## config.mk

```make
export PLATFORM = sky130hd
export DESIGN_NAME = usb_rx_bit_decoder
export DESIGN_NICKNAME = d
export VERILOG_FILES = /design/src/rtl/usb_rx_bit_decoder.sv
export SDC_FILE = /design/constraint.sdc
export NUM_CORES = 1
export LEC_CHECK = 0
export ABC_AREA = 1
export CAP_MARGIN = 20
export CORE_ASPECT_RATIO = 0.9
export CORE_MARGIN = 2
export CORE_UTILIZATION = 57
export DETAILED_ROUTE_END_ITERATION = 7
export DONT_BUFFER_PORTS = 1
export GPL_TIMING_DRIVEN = 0
export PLACE_DENSITY = 0.69
export SYNTH_ARGS = -nofsm -noshare
export SYNTH_HDL_FRONTEND = slang
export SYNTH_SLANG_ARGS = --single-unit
export TNS_END_PERCENT = 5
```

## constraint.sdc

```tcl
create_clock -name clk -period 2.03 [get_ports clk]
set_input_delay 0.3045 -clock clk [delete_from_list [all_inputs] [get_ports clk]]
set_output_delay 0.3045 -clock clk [all_outputs]
set_load 0.01 [all_outputs]
```

## src/rtl/usb_rx_bit_decoder.sv

```systemverilog
// USB full-speed receive bit decoder: sync, bit recovery, NRZI decode, unstuff, byte assembly, EOP.
// Optional stuff-error flag is built when USB_STUFF_ERR_EN is defined.
module usb_rx_bit_decoder #(
    parameter int CLKS_PER_BIT = 8,
    parameter int SAMPLE_PT    = 3
) (
    input  logic       clk,
    input  logic       n_rst,
    input  logic       d_plus,
    input  logic       d_minus,
    output logic       d_edge,
    output logic       shift_enable,
    output logic [7:0] rcv_data,
    output logic       byte_received,
    output logic       eop
`ifdef USB_STUFF_ERR_EN
   ,output logic       stuff_error
`endif
);

    // state    | meaning
    // IDLE     | bus idle, waiting for first transition of a packet
    // RX       | sampling bits, decoding and assembling bytes
    // EOP_WAIT | SE0 seen, waiting for J to close the packet
    typedef enum logic [1:0] {
        ST_IDLE     = 2'd0,
        ST_RX       = 2'd1,
        ST_EOP_WAIT = 2'd2
    } state_t;

    localparam int            TW       = (CLKS_PER_BIT > 1) ? $clog2(CLKS_PER_BIT) : 1;
    localparam logic [TW-1:0] C_LAST   = TW'(CLKS_PER_BIT - 1);
    localparam logic [TW-1:0] C_SAMPLE = TW'(SAMPLE_PT);

    logic          r_dp_s1, r_dp_s2, r_dm_s1, r_dm_s2, r_dp_d;
    state_t        r_state;
    logic [TW-1:0] r_timer;
    logic          r_prev;
    logic [2:0]    r_ones;
    logic [2:0]    r_bit_cnt;
    logic [6:0]    r_shift;
    logic [7:0]    r_rcv_data;
    logic          r_byte_rx;
    logic          r_eop;
`ifdef USB_STUFF_ERR_EN
    logic          r_stuff_err;
`endif

    logic       w_edge, w_sample, w_se0, w_j, w_bit, w_stuffed, w_valid;
    logic [7:0] w_next;

    // Line resets to idle J so no spurious edge follows reset release.
    always_ff @(posedge clk or negedge n_rst) begin
        if (!n_rst) begin
            r_dp_s1 <= 1'b1;
            r_dp_s2 <= 1'b1;
            r_dm_s1 <= 1'b0;
            r_dm_s2 <= 1'b0;
            r_dp_d  <= 1'b1;
        end else begin
            r_dp_s1 <= d_plus;
            r_dp_s2 <= r_dp_s1;
            r_dm_s1 <= d_minus;
            r_dm_s2 <= r_dm_s1;
            r_dp_d  <= r_dp_s2;
        end
    end

    assign w_edge    = r_dp_s2 ^ r_dp_d;
    // A resync edge suppresses the sample that would coincide with it.
    assign w_sample  = (r_state != ST_IDLE) && (r_timer == C_SAMPLE) && !w_edge;
    assign w_se0     = !r_dp_s2 && !r_dm_s2;
    assign w_j       = r_dp_s2 && !r_dm_s2;
    assign w_bit     = (r_dp_s2 == r_prev);
    assign w_stuffed = (r_ones == 3'd6) && !w_bit;
    assign w_valid   = w_sample && (r_state == ST_RX) && !w_se0 && !w_stuffed;
    assign w_next    = {w_bit, r_shift};

    always_ff @(posedge clk or negedge n_rst) begin
        if (!n_rst) begin
            r_state    <= ST_IDLE;
            r_timer    <= '0;
            r_prev     <= 1'b1;
            r_ones     <= 3'd0;
            r_bit_cnt  <= 3'd0;
            r_shift    <= 7'd0;
            r_rcv_data <= 8'h00;
            r_byte_rx  <= 1'b0;
            r_eop      <= 1'b0;
`ifdef USB_STUFF_ERR_EN
            r_stuff_err <= 1'b0;
`endif
        end else begin
            r_byte_rx <= 1'b0;

            if (r_state == ST_IDLE || w_edge || r_timer == C_LAST)
                r_timer <= '0;
            else
                r_timer <= r_timer + TW'(1);

            case (r_state)
                ST_IDLE: begin
                    if (w_edge) begin
                        r_state   <= ST_RX;
                        r_bit_cnt <= 3'd0;
                        r_ones    <= 3'd0;
                    end
                end
                ST_RX: begin
                    if (w_sample) begin
                        if (w_se0) begin
                            r_state   <= ST_EOP_WAIT;
                            r_eop     <= 1'b1;
                            r_bit_cnt <= 3'd0;
                            r_ones    <= 3'd0;
                        end else begin
                            r_prev <= r_dp_s2;
                            if (w_stuffed) begin
                                r_ones <= 3'd0;
                            end else begin
                                if (!w_bit)
                                    r_ones <= 3'd0;
                                else if (r_ones != 3'd7)
                                    r_ones <= r_ones + 3'd1;
`ifdef USB_STUFF_ERR_EN
                                if (w_bit && r_ones == 3'd6)
                                    r_stuff_err <= 1'b1;
`endif
                                r_shift <= w_next[7:1];
                                if (r_bit_cnt == 3'd7) begin
                                    r_rcv_data <= w_next;
                                    r_byte_rx  <= 1'b1;
                                    r_bit_cnt  <= 3'd0;
                                end else begin
                                    r_bit_cnt <= r_bit_cnt + 3'd1;
                                end
                            end
                        end
                    end
                end
                ST_EOP_WAIT: begin
                    if (w_sample && w_j) begin
                        r_state <= ST_IDLE;
                        r_eop   <= 1'b0;
                        r_prev  <= 1'b1;
`ifdef USB_STUFF_ERR_EN
                        r_stuff_err <= 1'b0;
`endif
                    end
                end
                default: r_state <= ST_IDLE;
            endcase
        end
    end

    assign d_edge        = w_edge;
    assign shift_enable  = w_valid;
    assign rcv_data      = r_rcv_data;
    assign byte_received = r_byte_rx;
    assign eop           = r_eop;
`ifdef USB_STUFF_ERR_EN
    assign stuff_error   = r_stuff_err;
`endif

endmodule

```

==> results.md, run 1 <==
* Final Hold Viols at 0
* Most Crowded Layer GR: met2
* Tightest Pin Transition at around 0.21 ns
* Ports at 16
* CP Launch Type: flip-flop
* Final cell count without fillers at 237
* Hold depth at 0
* Post-synthesis sequential area ratio at between 50 and 60%
* I/O Buffers at 0
* Height of the die at about 55 um
* YS warnings at 0
* CP max FO at 6
* Detailed Route WL at 2660 um
* Rows at 18
* Outcome: finished clean
* Reg clk slew, reported paths at approximately 0.10 ns
* Routed wire length per instance at between 10 and 15 um
* Cell variety after synth at 23
* Clock sinks at 34
* Syn_nets at a little under 200
* Final RePlAce weighted congestion at ~0.81
* Die span in x at 61.1 um
* Cell Pwr Density at 902 nW/um2
* Root buf cell: clkbuf_4
* GR Layer Usage met3 at around 5.6%
* Total power at ~0.0017 W
* Cell count of the worst reg-to-reg path at 10
* DR vias at 1164
* Slew HR at a little under nine tenths
* Worst EP arrival at 1.63 ns
* Worst min path class: flip-flop to flip-flop
* Max clock buf depth at 2
* Mapped Cells at roughly 180
* Post-Syn Area at approximately 1700 um2
* Final Max Slew Viols at 0
* Grt total ovfl at 0
* Number of buffers created by CTS at 5
* Vias in the first global route at between 1000 and 1500
* Critical path data required time at 1.73 ns
* Via-per-instance ratio at a little under 5
* Clock Latency Late Sink at around 0.34 ns
* Lkg Pwr at about 0.96 nW
* Commonest non-fill, non-tap cell in the layout: nand2_1
* Routing usage on met2 at about a quarter
* CTS HTree Levels at 2
* Grt met1 use at 23.4%
* Post-DP HPWL at slightly below 2000 um
* Worst R2R Setup Slack at approximately 0.33 ns
* Starting Density at 60.3%
* Final worst path period need at 1.94 ns
* Max-cap viol count at 0
* # setup viols final at 0
* Skew final at roughly 0.008 ns
* Fin nets at roughly 210
* First-pass GRT wire length at 4440 um
* Mean area per synthesized cell at about 9.1 um2
* Iter 0 DRT Violations at 39
* Finished layout cell area at ~1900 um2
* Share of post-route cells with drive strength above 1 at approximately a quarter
* DRT antenna net count at 0
* Yosys reg bits at 34
* Gr usage total at about 18%
* Core Region at between 2000 and 3000 um2
* Setup TNS at 0 ns
* N_diodes at 0
* Most frequent cells in the layout: nand2_1 (58), dfrtp_1 (30), inv_1 (22)
* Fin crit share at 95.4%
* Initial antenna violation count at 0
* DP Area at 1720 um2
* TritonRoute pass-1 iters at 4
* Pin count of the biggest net entering global routing at 35
* Kind of critical path: flip-flop to output port
* # placed instances at around 220
* Fmax at about 520 MHz
* P&R area growth vs syn at 11.5%
* CTS tree: yes
* DR DRC count at 0
* Setup crit end kind: output port
* Peak supply drop at 0.595 mV
* Die Area at about 3400 um2
==> metrics by stage <==
| step | setup WS, ns | hold slack, ns | utilization, % |
|---|---|---|---|
| 6_report | 0.0931 | 0.359 | 67.3 |
| 2_1_floorplan | 0.477 | 0.00891 | - |
| 3_3_place_gp | 0.370 | 0.00981 | 62.2 |
| 4_1_cts | 0.0342 | 0.363 | 66.4 |
| 5_1_grt | -0.0135 | 0.366 | 67.3 |
| 3_5_place_dp | 0.350 | 0.00971 | 62.2 |
==> metal layers <==
metal / part of all wire (%) / vias to the layer above
li1: - / 591
met1: 47 / 542
met2: 46 / 23
met3: 3.9 / 8
met4: 2.5 / 0
met5: 0 / -
==> power breakdown <==
| part | switching, W | leakage, nW | internal, W |
|---|---|---|---|
| clock network | 0.000231 | 0.0343 | 0.000166 |
| logic | 0.000315 | 0.479 | 0.000149 |
| registers | 0.0000575 | 0.445 | 0.000761 |
==> sequential cells by signal, indices dropped and copies added, names as in the netlist <==
signal	flops
r_dm_s1	1
r_dm_s2	1
r_dp_s2	1
rcv_data	8
r_dp_d	1
byte_received	1
r_shift	7
eop	1
r_state	2
r_bit_cnt	3
r_ones	3
r_dp_s1	1
r_prev	1
r_timer	3
==> path summary, 6_finish.rpt <==
check / start / to
max: r_timer[0]$_DFF_PN0_ / shift_enable
max reg2reg: r_timer[0]$_DFF_PN0_ / r_ones[1]$_DFFE_PN0P_
max in group asynchronous: n_rst / r_dp_s2$_DFF_PN1_
min in group asynchronous: n_rst / r_shift[2]$_DFFE_PN0P_
min reg2reg: r_dm_s1$_DFF_PN0_ / r_dm_s2$_DFF_PN0_
min: r_dm_s1$_DFF_PN0_ / r_dm_s2$_DFF_PN0_
==> Yosys cell counts, drive strengths merged <==
cell type | number | area (um2)
a21oi | 2 | 13.8
buf | 3 | 33.8
nor3b | 1 | 7.51
nor2 | 17 | 82.6
ha | 8 | 100
dfstp | 4 | 105
o21ai | 18 | 146
nor3 | 1 | 5.00
nand3b | 1 | 7.51
dfrtp | 30 | 751
nand3 | 5 | 37.5
nand2 | 65 | 272
inv | 27 | 104
nand4 | 1 | 6.26
==> worst max-delay path, cell delays in order, from the launching register on <==
cell and delay, ns:
dfrtp_1 0.38, ha_2 0.19, ha_2 0.18, inv_1 0.05, nor2_2 0.12, nand2_4 0.10, nor2_8 0.12, nand2_4 0.08
inv_2 0.09
==> cell type report <==
class | instances | area [um2]
fillers | 226 | 907
flip-flops and latches | 34 | 856
multi-input cells | 119 | 691
inverters | 27 | 104
repair buffers | 6 | 65.1
clock buffers | 6 | 51.3
well taps | 40 | 50.0
plain buffers | 3 | 33.8
clock inverters | 2 | 12.5
==> repair_timing <==
item / in CTS / in global routing
setup buffers: 0 / 2
gates resized for setup: 2 / 3
pin swaps: 0 / 2
hold buffers: 4 / 0
setup endpoints to repair: 1 / 1
endpoints found under the hold margin: 36 / 0
==> kinds of logic after synthesis <==
kind of cell / after synthesis / share of synthesized area [%]
and+or+nand+nor: 91 / 25.0
DFF: 34 / 51.2
buffers and inverters: 30 / 8.23
AOI/OAI and AO/OA: 20 / 9.58
adders and majority gates: 8 / 5.99
No activity file was read; power rests on OpenSTA's default activity.
==> run 2, diff against run 1 <==
--- a/config.mk
+++ b/config.mk
@@ -7,14 +7,15 @@
 export LEC_CHECK = 0
 export ABC_AREA = 1
 export CAP_MARGIN = 20
+export CELL_PAD_IN_SITES_DETAIL_PLACEMENT = 1
+export CELL_PAD_IN_SITES_GLOBAL_PLACEMENT = 1
 export CORE_ASPECT_RATIO = 0.9
 export CORE_MARGIN = 2
-export CORE_UTILIZATION = 57
+export CORE_UTILIZATION = 47
 export DETAILED_ROUTE_END_ITERATION = 7
 export DONT_BUFFER_PORTS = 1
 export GPL_TIMING_DRIVEN = 0
-export PLACE_DENSITY = 0.69
+export PLACE_DENSITY = 0.74
 export SYNTH_ARGS = -nofsm -noshare
 export SYNTH_HDL_FRONTEND = slang
 export SYNTH_SLANG_ARGS = --single-unit
-export TNS_END_PERCENT = 5
==> constraint.sdc (replaced) <==
create_clock -name clk -period 1.9 [get_ports clk]
set_input_delay 0.285 -clock clk [delete_from_list [all_inputs] [get_ports clk]]
set_output_delay 0.285 -clock clk [all_outputs]
set_load 0.01 [all_outputs]
==> run 2 against run 1 <==
- clock skew decreased by 0.0065 ns
- setup slack worse by 0.029 ns
- flip-flop and latch count did not move
- via count grew 3.0%
- global-route usage is 0.68 points higher
- critical path depth did not move
==> results.md, run 2 (same netlist as run 1, synthesis figures left out) <==
* DRT antenna net count at 0 (unchanged)
* Iter 0 DRT Violations at 52 (+33%)
* WHS Endpoint: r_dm_s1$_DFF_PN0_
* Height of the die at 60.6 um (+9.4%)
* Hold slack at 0.0288 ns (-0.330 ns)
* CP max FO at 5 (-1)
* Reg clk slew, reported paths at 0.07 ns (-0.03 ns)
* Critical path data required time at 1.62 ns (-0.11 ns)
* Worst Setup Slack, final at 0.0644 ns (-0.0287 ns)
* Final core utilization at 56.0% (-11 points)
* DR DRC count at 0 (unchanged)
* Rows at 20 (+2)
* Vias in the first global route at 1235 (+17%)
* Hold Path Origin: d_minus
* DR vias at 1199 (+3.0%)
* Pin count of the biggest net entering global routing at 35 (unchanged)
* Commonest non-fill, non-tap cell in the layout: nand2_1
* Max clock buf depth at 2 (unchanged)
* Worst R2R Setup Slack at 0.16 ns (-0.17 ns)
* Hold depth at 0 (unchanged)
* Skew final at 0.00151 ns (-0.00649 ns)
* Finished layout cell area at 1910 um2 (+2.4%)
* Tightest Pin Transition at 0.236 ns (+0.0265 ns)
* # setup viols final at 0 (unchanged)
* Number of flip-flops in the largest register at 8 (unchanged)
* Cell count of the worst reg-to-reg path at 11 (+1)
* RR Startpoint: r_timer[0]$_DFF_PN0_
* Number of buffers created by CTS at 5 (unchanged)
* Peak supply drop at 0.501 mV (-16%)
* Routed wire length per instance at 13.2 um (+18%)
* Worst EP arrival at 1.55 ns (-0.08 ns)
* N_diodes at 0 (unchanged)
* Core Region at 3400 um2 (+23%)
* Cell Pwr Density at 1020 nW/um2 (+13%)
* P&R area growth vs syn at 14.1%
* Detailed Route WL at 3190 um (+20%)
* Most frequent cells in the layout: nand2_1 (58), dfrtp_1 (30), inv_1 (22)
* Max-cap viol count at 0 (unchanged)
* Final worst path period need at around 1.8 ns
* Fmax at around 540 MHz
* Via-per-instance ratio at 4.95 (+0.88%)
* Pre-CTS setup slack at 0.202 ns (-0.148 ns)
* Final Hold Viols at 0 (unchanged)
* Total power at 0.00195 W (+16%)
* CTS HTree Levels at 2 (unchanged)
* Clock sinks at 34 (unchanged)
* Clock Latency Late Sink at 0.28 ns (-0.06 ns)
* Lkg Pwr at 0.976 nW (+1.8%)
* Die span in x at 66.9 um (+9.5%)
* Fillers at 399 (+77%)
* Fin nets at 209 (+0.48%)
* Grt total ovfl at 0 (unchanged)
* Final RePlAce weighted congestion at 0.732 (-9.9%)
* Reg2Reg Capture Point: r_shift[6]$_DFFE_PN0P_
* TritonRoute pass-1 iters at 4 (unchanged)
* Kind of critical path: flip-flop to output port
* I/O Buffers at 0 (unchanged)
* Post-DP HPWL at 2330 um (+21%)
* Die Area at 4050 um2 (+20%)
* Final Max Slew Viols at 0 (unchanged)
* CTS tree: yes
* Share of post-route cells with drive strength above 1 at 27.3% (+0.88 points)
* CP Launch Type: flip-flop
* Ports at 16 (unchanged)
* Initial antenna violation count at 0 (unchanged)
* Setup crit end kind: output port
* Root buf cell: clkbuf_8
* Slew HR at 84.2% (-1.8 points)
* Worst min path class: input port to flip-flop
* Starting Density at 49.1% (-11 points)
* Fin crit share at 96.6%
* Gr usage total at 18.3% (+0.68 points)
* First-pass GRT wire length at 5390 um (+21%)
* Outcome: finished clean
* DP Area at 1730 um2 (+0.29%)
[run 2: changes by cell type in the layout (fill, tap and decap cells not counted)]
cell	change
clkbuf_8	+5
inv_2	-1
inv_4	+1
clkbuf_4	-5
buf_4	+2
dlygate4sd3_1	-1
[run 2: worst max path at each step]
stage	start	endpoint	slack, ns	cells after the start
floorplan	r_timer[0]$_DFF_PN0_	shift_enable	0.37	8
global placement	r_timer[0]$_DFF_PN0_	rcv_data[6]$_DFFE_PN0P_	0.26	10
detailed placement	r_timer[0]$_DFF_PN0_	rcv_data[6]$_DFFE_PN0P_	0.20	10
CTS	r_timer[0]$_DFF_PN0_	shift_enable	0.008	8
global route	r_timer[0]$_DFF_PN0_	shift_enable	-0.02	8
finish	r_timer[0]$_DFF_PN0_	shift_enable	0.06	8
[run 2: power by group]
part	internal (W)	total (W)	switching, W
logic	0.000168	0.000522	0.000354
registers	0.000814	0.000876	0.0000620
clock network	0.000291	0.000550	0.000259
[run 2: layer usage]
metal	part of all wire [%]	vias to the layer above	global-route usage, %
li1	-	586	-
met1	45	591	21.9
met2	51	18	31.9
met3	3.1	4	5.01
met4	1.1	0	7.00
met5	0	-	0
[run 2: cell type report]
type                       instances  area (um2)  area share [%]
timing repair buffer               7        70.1            3.67
buffer                             3        33.8            1.77
clock inverter                     2        12.5           0.656
inverter                          27         106            5.58
tap                               44        55.1            2.89
sequential                        34         856            44.9
multi-input combinational        119         691            36.2
clock buffer                       6        82.6            4.33
[run 2: through the flow]
step | TNS (ns) | cells
after floorplan | 0 | 183
after global placement | 0 | 227
after detailed placement | 0 | 227
after CTS | 0 | 239
after global routing | -0.0200 | 242
final | 0 | 242
[run 2: repair_timing]
item,4_1_cts,5_1_grt
endpoints found under the hold margin,35,0
pin swaps,0,2
hold buffers,3,0
setup endpoints to repair,1,1
resized for setup,4,2
buffers inserted,1,3
[run 2: worst max-delay path, cell delays in order (launching register included)]
cell	delay, ns
dfrtp_1	0.36
ha_2	0.20
ha_2	0.17
inv_1	0.05
nor2_2	0.12
nand2_4	0.11
nor2_8	0.12
nand2_4	0.08
inv_4	0.07
